==> src/rtl/div_iter_responder.sv <==
// rtl/div_iter_responder.sv - multicycle radix-2 restoring divider, responder end of the divisor/dividend/dout streams
module div_iter_responder #(
   parameter int WIDTH  = 32,
   parameter int SIGNED = 1
) (
   input  logic               clk,
   input  logic               reset,
   input  logic [WIDTH-1:0]   s_axis_divisor_tdata,
   input  logic               s_axis_divisor_tvalid,
   output logic               s_axis_divisor_tready,
   input  logic [WIDTH-1:0]   s_axis_dividend_tdata,
   input  logic               s_axis_dividend_tvalid,
   output logic               s_axis_dividend_tready,
   output logic [2*WIDTH-1:0] m_axis_dout_tdata,
   output logic               m_axis_dout_tvalid
);

   localparam int CW = (WIDTH > 1) ? $clog2(WIDTH) : 1;

   typedef enum logic [1:0] {IDLE, BUSY, DONE} state_t;

   state_t           state;
   logic             dvd_cap, dvs_cap;
   logic [CW-1:0]    count;
   logic [WIDTH-1:0] dvd_raw, dvd_mag, dvs_mag;
   logic             dvd_neg, dvs_neg;
   logic [WIDTH-1:0] rem, quo;

   // Magnitude uses an unsigned WIDTH-bit view, so the most negative value maps onto itself.
   function automatic logic [WIDTH-1:0] magnitude(input logic [WIDTH-1:0] v);
      if (SIGNED != 0 && v[WIDTH-1])
         return -v;
      else
         return v;
   endfunction

   function automatic logic is_neg(input logic [WIDTH-1:0] v);
      return (SIGNED != 0) && v[WIDTH-1];
   endfunction

   logic dvd_fire, dvs_fire, dvd_have, dvs_have;
   assign dvd_fire = s_axis_dividend_tvalid && s_axis_dividend_tready;
   assign dvs_fire = s_axis_divisor_tvalid && s_axis_divisor_tready;
   assign dvd_have = dvd_cap || dvd_fire;
   assign dvs_have = dvs_cap || dvs_fire;

   // The first step seeds from the captured dividend instead of a separate load cycle.
   logic [WIDTH-1:0] src_rem, src_quo;
   logic [WIDTH:0]   shifted, trial, quo_shift;
   assign src_rem   = (count == '0) ? '0 : rem;
   assign src_quo   = (count == '0) ? dvd_mag : quo;
   assign shifted   = {src_rem, src_quo[WIDTH-1]};
   assign trial     = shifted - {1'b0, dvs_mag};
   assign quo_shift = {src_quo, ~trial[WIDTH]};

   logic             sign_q, sign_r;
   logic [WIDTH-1:0] q_fix, r_fix;
   assign sign_q = dvd_neg ^ dvs_neg;
   assign sign_r = dvd_neg;
   assign q_fix  = sign_q ? -quo : quo;
   assign r_fix  = sign_r ? -rem : rem;

   always_ff @(posedge clk or posedge reset) begin
      if (reset) begin
         state                  <= IDLE;
         dvd_cap                <= 1'b0;
         dvs_cap                <= 1'b0;
         count                  <= '0;
         dvd_raw                <= '0;
         dvd_mag                <= '0;
         dvs_mag                <= '0;
         dvd_neg                <= 1'b0;
         dvs_neg                <= 1'b0;
         rem                    <= '0;
         quo                    <= '0;
         s_axis_dividend_tready <= 1'b1;
         s_axis_divisor_tready  <= 1'b1;
         m_axis_dout_tdata      <= '0;
         m_axis_dout_tvalid     <= 1'b0;
      end else begin
         m_axis_dout_tvalid <= 1'b0;
         case (state)
            IDLE: begin
               if (dvd_fire) begin
                  dvd_raw <= s_axis_dividend_tdata;
                  dvd_mag <= magnitude(s_axis_dividend_tdata);
                  dvd_neg <= is_neg(s_axis_dividend_tdata);
               end
               if (dvs_fire) begin
                  dvs_mag <= magnitude(s_axis_divisor_tdata);
                  dvs_neg <= is_neg(s_axis_divisor_tdata);
               end
               dvd_cap                <= dvd_have;
               dvs_cap                <= dvs_have;
               s_axis_dividend_tready <= !dvd_have;
               s_axis_divisor_tready  <= !dvs_have;
               if (dvd_have && dvs_have) begin
                  state <= BUSY;
                  count <= '0;
               end
            end
            BUSY: begin
               rem   <= trial[WIDTH] ? shifted[WIDTH-1:0] : trial[WIDTH-1:0];
               quo   <= quo_shift[WIDTH-1:0];
               count <= count + 1'b1;
               if (count == CW'(WIDTH - 1))
                  state <= DONE;
            end
            DONE: begin
               // A zero divisor bypasses sign fix-up and returns the raw dividend as remainder.
               if (dvs_mag == '0)
                  m_axis_dout_tdata <= {{WIDTH{1'b1}}, dvd_raw};
               else
                  m_axis_dout_tdata <= {q_fix, r_fix};
               m_axis_dout_tvalid <= 1'b1;
               dvd_cap            <= 1'b0;
               dvs_cap            <= 1'b0;
               state              <= IDLE;
            end
            default: state <= IDLE;
         endcase
      end
   end

endmodule

==> config.mk <==
export PLATFORM = sky130hd
export DESIGN_NAME = div_iter_responder
export DESIGN_NICKNAME = d
export VERILOG_FILES = /design/src/rtl/div_iter_responder.sv
export SDC_FILE = /design/constraint.sdc
export NUM_CORES = 1
export LEC_CHECK = 0
export ABC_AREA = 1
export BUFFER_PORTS_ARGS = -buffer_cell sky130_fd_sc_hd__buf_2
export CAP_MARGIN = 20
export CORE_AREA = 2 2 173 175
export DETAILED_ROUTE_END_ITERATION = 16
export DIE_AREA = 0 0 175 177
export PLACE_DENSITY = 0.79
export SYNTH_ARGS = -nofsm -noshare
export SYNTH_HDL_FRONTEND = slang
export SYNTH_SLANG_ARGS = --single-unit
==> constraint.sdc <==
create_clock -name clk -period 8.85 [get_ports clk]
set_input_delay 2.655 -clock clk [delete_from_list [all_inputs] [get_ports clk]]
set_output_delay 2.655 -clock clk [all_outputs]
set_load 0.1 [all_outputs]
==> flow_summary.toml, run 1 <==
[cells_and_area]
fin_nets = 2632
n_fill_cell = 2782
area_delta_synth_final_pct = 11.3
multi_input_area_sq_um = 8250
final_area_sq_um = 17700
final_common_cell = "nand2_1"
final_cell_mix = "nand2_1 (805), inv_1 (353), dfrtp_1 (234)"
layout-drive-gt1-share_pct = 9.12
final-seq-area_sq_um = 5910
diodes = 0

[clock_tree]
clock_path_buffers = 3
cts_tree = "yes"
root_buffer = "clkbuf_16"
post_cts_resized = 0
numCtsBuffers = 26
cts_hold_buf = 0
cts_sinks = 236
htree_num_levels = 1
cts.clk_slew.worst_paths_ps = 70
clk_latency_ps = 550
cts_setup_buffers = 0

[critical_path]
crit_top_cell = "nor2_4"
cpPeakStageDelay_ps = 860
reg2reg_from = "count[0]"
reg2reg_depth = 23
start_kind = "input pin"
critPathCaptureType = "flop"
crit_path_top_delay_cell = "nor2_4"
path_delay_family = "simple AND/OR/NAND/NOR gates"
timing.rr.end = "rem[19]"
worst-setup-path-type = "in -> reg"
cp_num_buf_inv = 3
critPathRequiredTime_ps = 9280
crit_chain = "buf_2 -> nand2_1 -> nor2_4 -> inv_2 -> nor2_4 -> inv_1 -> o21ai_0 -> o31ai_1"
cp.arrival_ps = 5640
ff2ff_setup_slack_ps = 4850
crit_fanout = 54

[placement]
io_buffers = 134
placed_area_sq_um = 16800
dp_hpwl_mm = 35.5
routabilityCongestion = 0.967

[timing]
setup_viol = 0
maxSlewViolCount = 0
min_period_ps = 5210
tns_ps = 0
fmax_ghz = 0.192
slew_headroom_pct = 26.4
period_share_pct = 58.8
finClkSkew_ps = 13.4
rsz0062_at_grt = "no"
worstMarginPinSlew_ps = 1100
finalHoldViolations = 0

[run_status]
status = "complete, no violations"

[global_route]
gr-total-overflow = 0
grt_first_pass_wirelength_mm = 74.2
grt_max_degree = 159
antenna_found_initial = 1
grt_usage_pct = 29.7
grt_pass1_vias = 15000

[hold_path]
holdCritPathClass = "reg -> reg"
whs_endpoint = "m_axis_dout_tdata[14]"
hold_path.startpoint = "m_axis_dout_tdata[14]"
min_path_cells = 2

[power_and_ir_drop]
peakVddDrop_uv = 255
p_leak_nw = 9.78
p_per_area_nw_per_um2 = 451

[synthesis]
synth_edf_count = 0
yosysUniqueCellTypes = 46
synth-main-ff-cell = "dfrtp_1"
ys_seq_area_share_pct = 37.3
synth-seq-cells = 236
synth_cells = 2429
ys_warn_count = 0
synth.cell_area_sq_um = 15900
synth-async-reset-ratio_pct = 100
syn_nets = 2537
syn_area_per_cell_sq_um = 6.53

[floorplan]
start_util_pct = 54.2
die_h_um = 177
die_width_um = 175
ios = 135
die_area_sq_um = 31000
core-area_sq_um = 29200
row_count = 63

[detailed_routing]
vias = 15800
drt-vias-per-instance = 5.37
first_pass_iters = 5
drt_iter0_drc = 1247
drc = 0
finalWirelength_mm = 45.9
antenna_left = 0
wl_per_cell_um = 15.7

[job]
cap_violations = 0
final cells by class:
type	count	share of cell area, %
Inverter	363	7.74
Timing Repair Buffer	147	4.42
Tap cell	390	2.76
Clock buffer	36	4.13
Clock inverter	11	0.716
Sequential cell	236	33.5
Multi-Input combinational cell	1750	46.8
how the worst max path moves through the flow:
stage                                       from          end  slack, ps  depth (start not counted)
final                     s_axis_dividend_tvalid  dvd_mag[15]       3640                          8
after global routing      s_axis_dividend_tvalid  dvd_mag[28]       3390                          9
after CTS                 s_axis_dividend_tvalid  dvd_mag[28]       3660                          9
after detailed placement  s_axis_dividend_tvalid  dvd_mag[28]       3090                          8
after global placement    s_axis_dividend_tvalid  dvd_mag[28]       3130                          8
after floorplan                            reset     count[0]       3100                          1
power breakdown:
| group | total, mW | switching, mW | internal, mW |
|---|---|---|---|
| Sequential | 1.87 | 0.312 | 1.56 |
| Clock | 1.10 | 0.461 | 0.634 |
| Combinational | 4.99 | 3.54 | 1.46 |
logic make-up (layout without fill, tap and decap cells):
family | after synthesis | count (layout) | synth area share, %
buf+inv | 443 | 557 | 10.8
compound gates | 375 | 375 | 12.7
fa+ha+maj | 40 | 40 | 3.20
flops | 236 | 236 | 37.3
simple gates | 1292 | 1292 | 33.6
xor+xnor | 43 | 43 | 2.37
cell usage after synthesis, drive strengths merged (12+ instances only):
cell type / instances / share of area [%]
nand2: 816 / 20
inv: 361 / 8.5
dfrtp: 234 / 37
nor2: 221 / 5.4
o21ai: 221 / 7.0
nand3: 172 / 5.5
a21oi: 93 / 3.1
clkbuf: 57 / 1.3
ha: 39 / 3.1
nand4: 33 / 1.3
nor3: 30 / 0.98
xor2: 29 / 1.6
buf: 23 / 0.88
a31oi: 21 / 0.83
xnor2: 14 / 0.77
o211ai: 12 / 0.57
worst register-to-register path: stages (launching register included):
cell	delay, ps
dfrtp_1	370
inv_1	70
ha_1	200
nand4_1	90
buf_4	430
inv_2	380
nor2_1	240
inv_1	100
fa_1	430
inv_1	150
nand2_1	70
nand2_1	90
nand3_1	110
nand2_2	150
nand2_2	80
nand2_4	80
nand2_4	70
nand2_4	70
nand2_2	60
nand2_4	280
nand2_1	180
nand2_1	120
nand2_1	50
nand2_1	90
per-stage QoR:
stage	setup WS, ps	power (mW)	util [%]	hold slack (ps)	instances
2_1_floorplan	3100	5.71	-	442	2429
3_3_place_gp	3130	6.70	57.4	456	2886
3_5_place_dp	3090	6.81	57.4	460	2886
4_1_cts	3660	7.93	60.4	474	2933
5_1_grt	3390	8.68	60.4	493	2933
6_report	3640	7.96	60.4	474	2933
per-layer routing:
metal  global-route usage, %  vias to the layer above  share of wire [%]
met1                    37.7                     7201                 42
met2                    51.6                      531                 48
met4                    12.2                        2                4.4
li1                        -                     7903                  -
met3                    3.46                      119                5.9
met5                       0                        -              0.028
sequential cells by signal, indices dropped and copies added, names as in the netlist:
register                flops
dvs_mag                    32
dvs_neg                     1
s_axis_dividend_tready      1
s_axis_divisor_tready       1
dvd_raw                    32
dvd_cap                     1
m_axis_dout_tvalid          1
m_axis_dout_tdata          64
quo                        32
state                       2
dvd_mag                    31
dvs_cap                     1
rem                        32
count                       5
Power figures use the tool's default switching activity.
==> run 2: changes to the inputs <==
- CORE_AREA: 2 2 173 175 -> 2 2 165 167
- DIE_AREA: 0 0 175 177 -> 0 0 167 169
- PLACE_DENSITY: 0.79 -> 0.82
- clock period: 8.85 -> 5.4 ns (I/O delays scaled with it)
==> flow_summary.toml, run 2 (same netlist as run 1, synthesis figures left out) <==
[timing]
fmax_ghz = 0.260
rsz0062_at_grt = "no"
tns_ps = 0
maxSlewViolCount = 0
min_period_ps = 3840
worstMarginPinSlew_ps = 760
slew_headroom_pct = 49.3
finalHoldViolations = 0
period_share_pct = 71.2
finClkSkew_ps = 13.3
setup_viol = 0

[critical_path]
crit_path_top_delay_cell = "inv_2"
start_kind = "flop"
reg2reg_depth = 18
critPathCaptureType = "flop"
worst-setup-path-type = "reg -> reg"
crit_chain = "inv_1 -> ha_1 -> nand4_1 -> inv_2 -> nor2_1 -> ha_1 -> nand2_2 -> inv_1 -> a21oi_2 -> nand2_2 -> nand2_2 -> nand2_4 -> nand2_4 -> nand3_2 -> nand2_4 -> nand2_1 -> nand3_1 -> nand2_1"
cp.arrival_ps = 4270
critPathRequiredTime_ps = 5820
crit_fanout = 33
cpPeakStageDelay_ps = 600

[clock_tree]
clock_path_buffers = 3
cts_sinks = 236
cts_hold_buf = 0
cts_setup_buffers = 0
htree_num_levels = 1
root_buffer = "clkbuf_16"
post_cts_resized = 0
clk_latency_ps = 540
cts.clk_slew.worst_paths_ps = 60
cts_tree = "yes"
numCtsBuffers = 26

[power_and_ir_drop]
power_mw = 13.3
pwr-share-comb_pct = 62.3
p_leak_nw = 9.87
p_clk_share_pct = 14.7
power.internal_mw = 6.17
seq_power_share_pct = 23.0
peakVddDrop_uv = 628
switchingPower_mw = 7.16
netSwitchingFraction_pct = 53.7
p_per_area_nw_per_um2 = 750

[placement]
dp_hpwl_mm = 36.1
routabilityCongestion = 0.992
io_buffers = 134

[global_route]
grt_usage_pct = 32.8
gr-total-overflow = 0
grt_pass1_vias = 15200
antenna_found_initial = 0
grt_first_pass_wirelength_mm = 75.3
grt_max_degree = 94

[run_status]
status = "complete, no violations"

[detailed_routing]
antenna_left = 0
finalWirelength_mm = 46.9
drt-vias-per-instance = 5.58
vias = 16100
first_pass_iters = 6
drt_iter0_drc = 1439
wl_per_cell_um = 16.2
drc = 0

[floorplan]
die_h_um = 169
core-area_sq_um = 26500
row_count = 60
die_width_um = 167
ios = 135
start_util_pct = 59.8
die_area_sq_um = 28200

[cells_and_area]
layout-drive-gt1-share_pct = 9.54
final_util_pct = 67.1
largest_register_ffs = 64
final_cell_mix = "nand2_1 (805), inv_1 (353), dfrtp_1 (234)"
area_delta_synth_final_pct = 12.0
final_common_cell = "nand2_1"
diodes = 0
largest-register = "m_axis_dout_tdata"
fin_nets = 2636

[hold_path]
holdCritPathClass = "reg -> reg"
min_path_cells = 2

[job]
cap_violations = 0
==> run 2: changes by cell type in the layout (fill, tap and decap cells not counted) <==
cell | before | now
clkbuf_8 | 4 | 10
buf_4 | 12 | 13
bufinv_16 | 2 | 4
clkbuf_1 | 6 | 0
inv_6 | 0 | 1
buf_12 | 1 | 4
clkinv_4 | 2 | 0
==> run 2: per-stage QoR <==
stage / std cells / hold WS, ps / instance area [sq um] / worst slack [ps]
3_5_place_dp: 2839 / 460 / 16800 / 1700
4_1_cts: 2887 / 474 / 17700 / 1660
5_1_grt: 2889 / 505 / 17800 / 1330
3_3_place_gp: 2839 / 454 / 16800 / 1780
2_1_floorplan: 2429 / 442 / 15900 / 690
6_report: 2889 / 473 / 17800 / 1560
==> run 2: path summary, 6_finish.rpt <==
path                                       startpoint               endpoint  slack [ps]
worst max-delay path                         count[0]                 rem[7]        1560
worst min-delay path            m_axis_dout_tdata[20]  m_axis_dout_tdata[20]         470
worst max register to register               count[0]                 rem[7]        1560
worst min register to register  m_axis_dout_tdata[20]  m_axis_dout_tdata[20]         470
max in group asynchronous                       reset                rem[27]        3410
min in group asynchronous                       reset                dvs_cap         970
==> run 2: per-layer routing <==
metal  up-vias  GRT usage [%]  part of all wire, %
met1      7422           41.0                   40
met3       157           4.51                  6.6
met2       637           56.1                   47
met5         -              0                    0
met4         0           16.4                  5.6
li1       7896              -                    -
==> run 2: power groups by stage <==
stage	clock network, mW	logic [mW]	registers [mW]
final	1.96	8.31	3.07
after CTS	1.98	8.18	3.05
after floorplan	0	5.47	3.89
after global routing	2.05	9.26	3.15
after global placement	0	7.95	3.04
after detailed placement	0	8.14	3.06
==> run 2: worst max-delay path: cells and delay by family (launching register included) <==
| family | cells | cell delay, ps |
|---|---|---|
| AOI/OAI and AO/OA | 1 | 190 |
| adders and majority gates | 2 | 560 |
| buffers and inverters | 3 | 770 |
| DFF | 1 | 410 |
| and+or+nand+nor | 12 | 1750 |
==> run 2: final cells by class <==
type | instances | area [sq um]
inverters | 363 | 1370
repair buffers | 151 | 848
well taps | 341 | 427
clock inverters | 12 | 178
multi-input cells | 1750 | 8250
flip-flops and latches | 236 | 5910
clock buffers | 36 | 788
fillers | 2363 | 8730
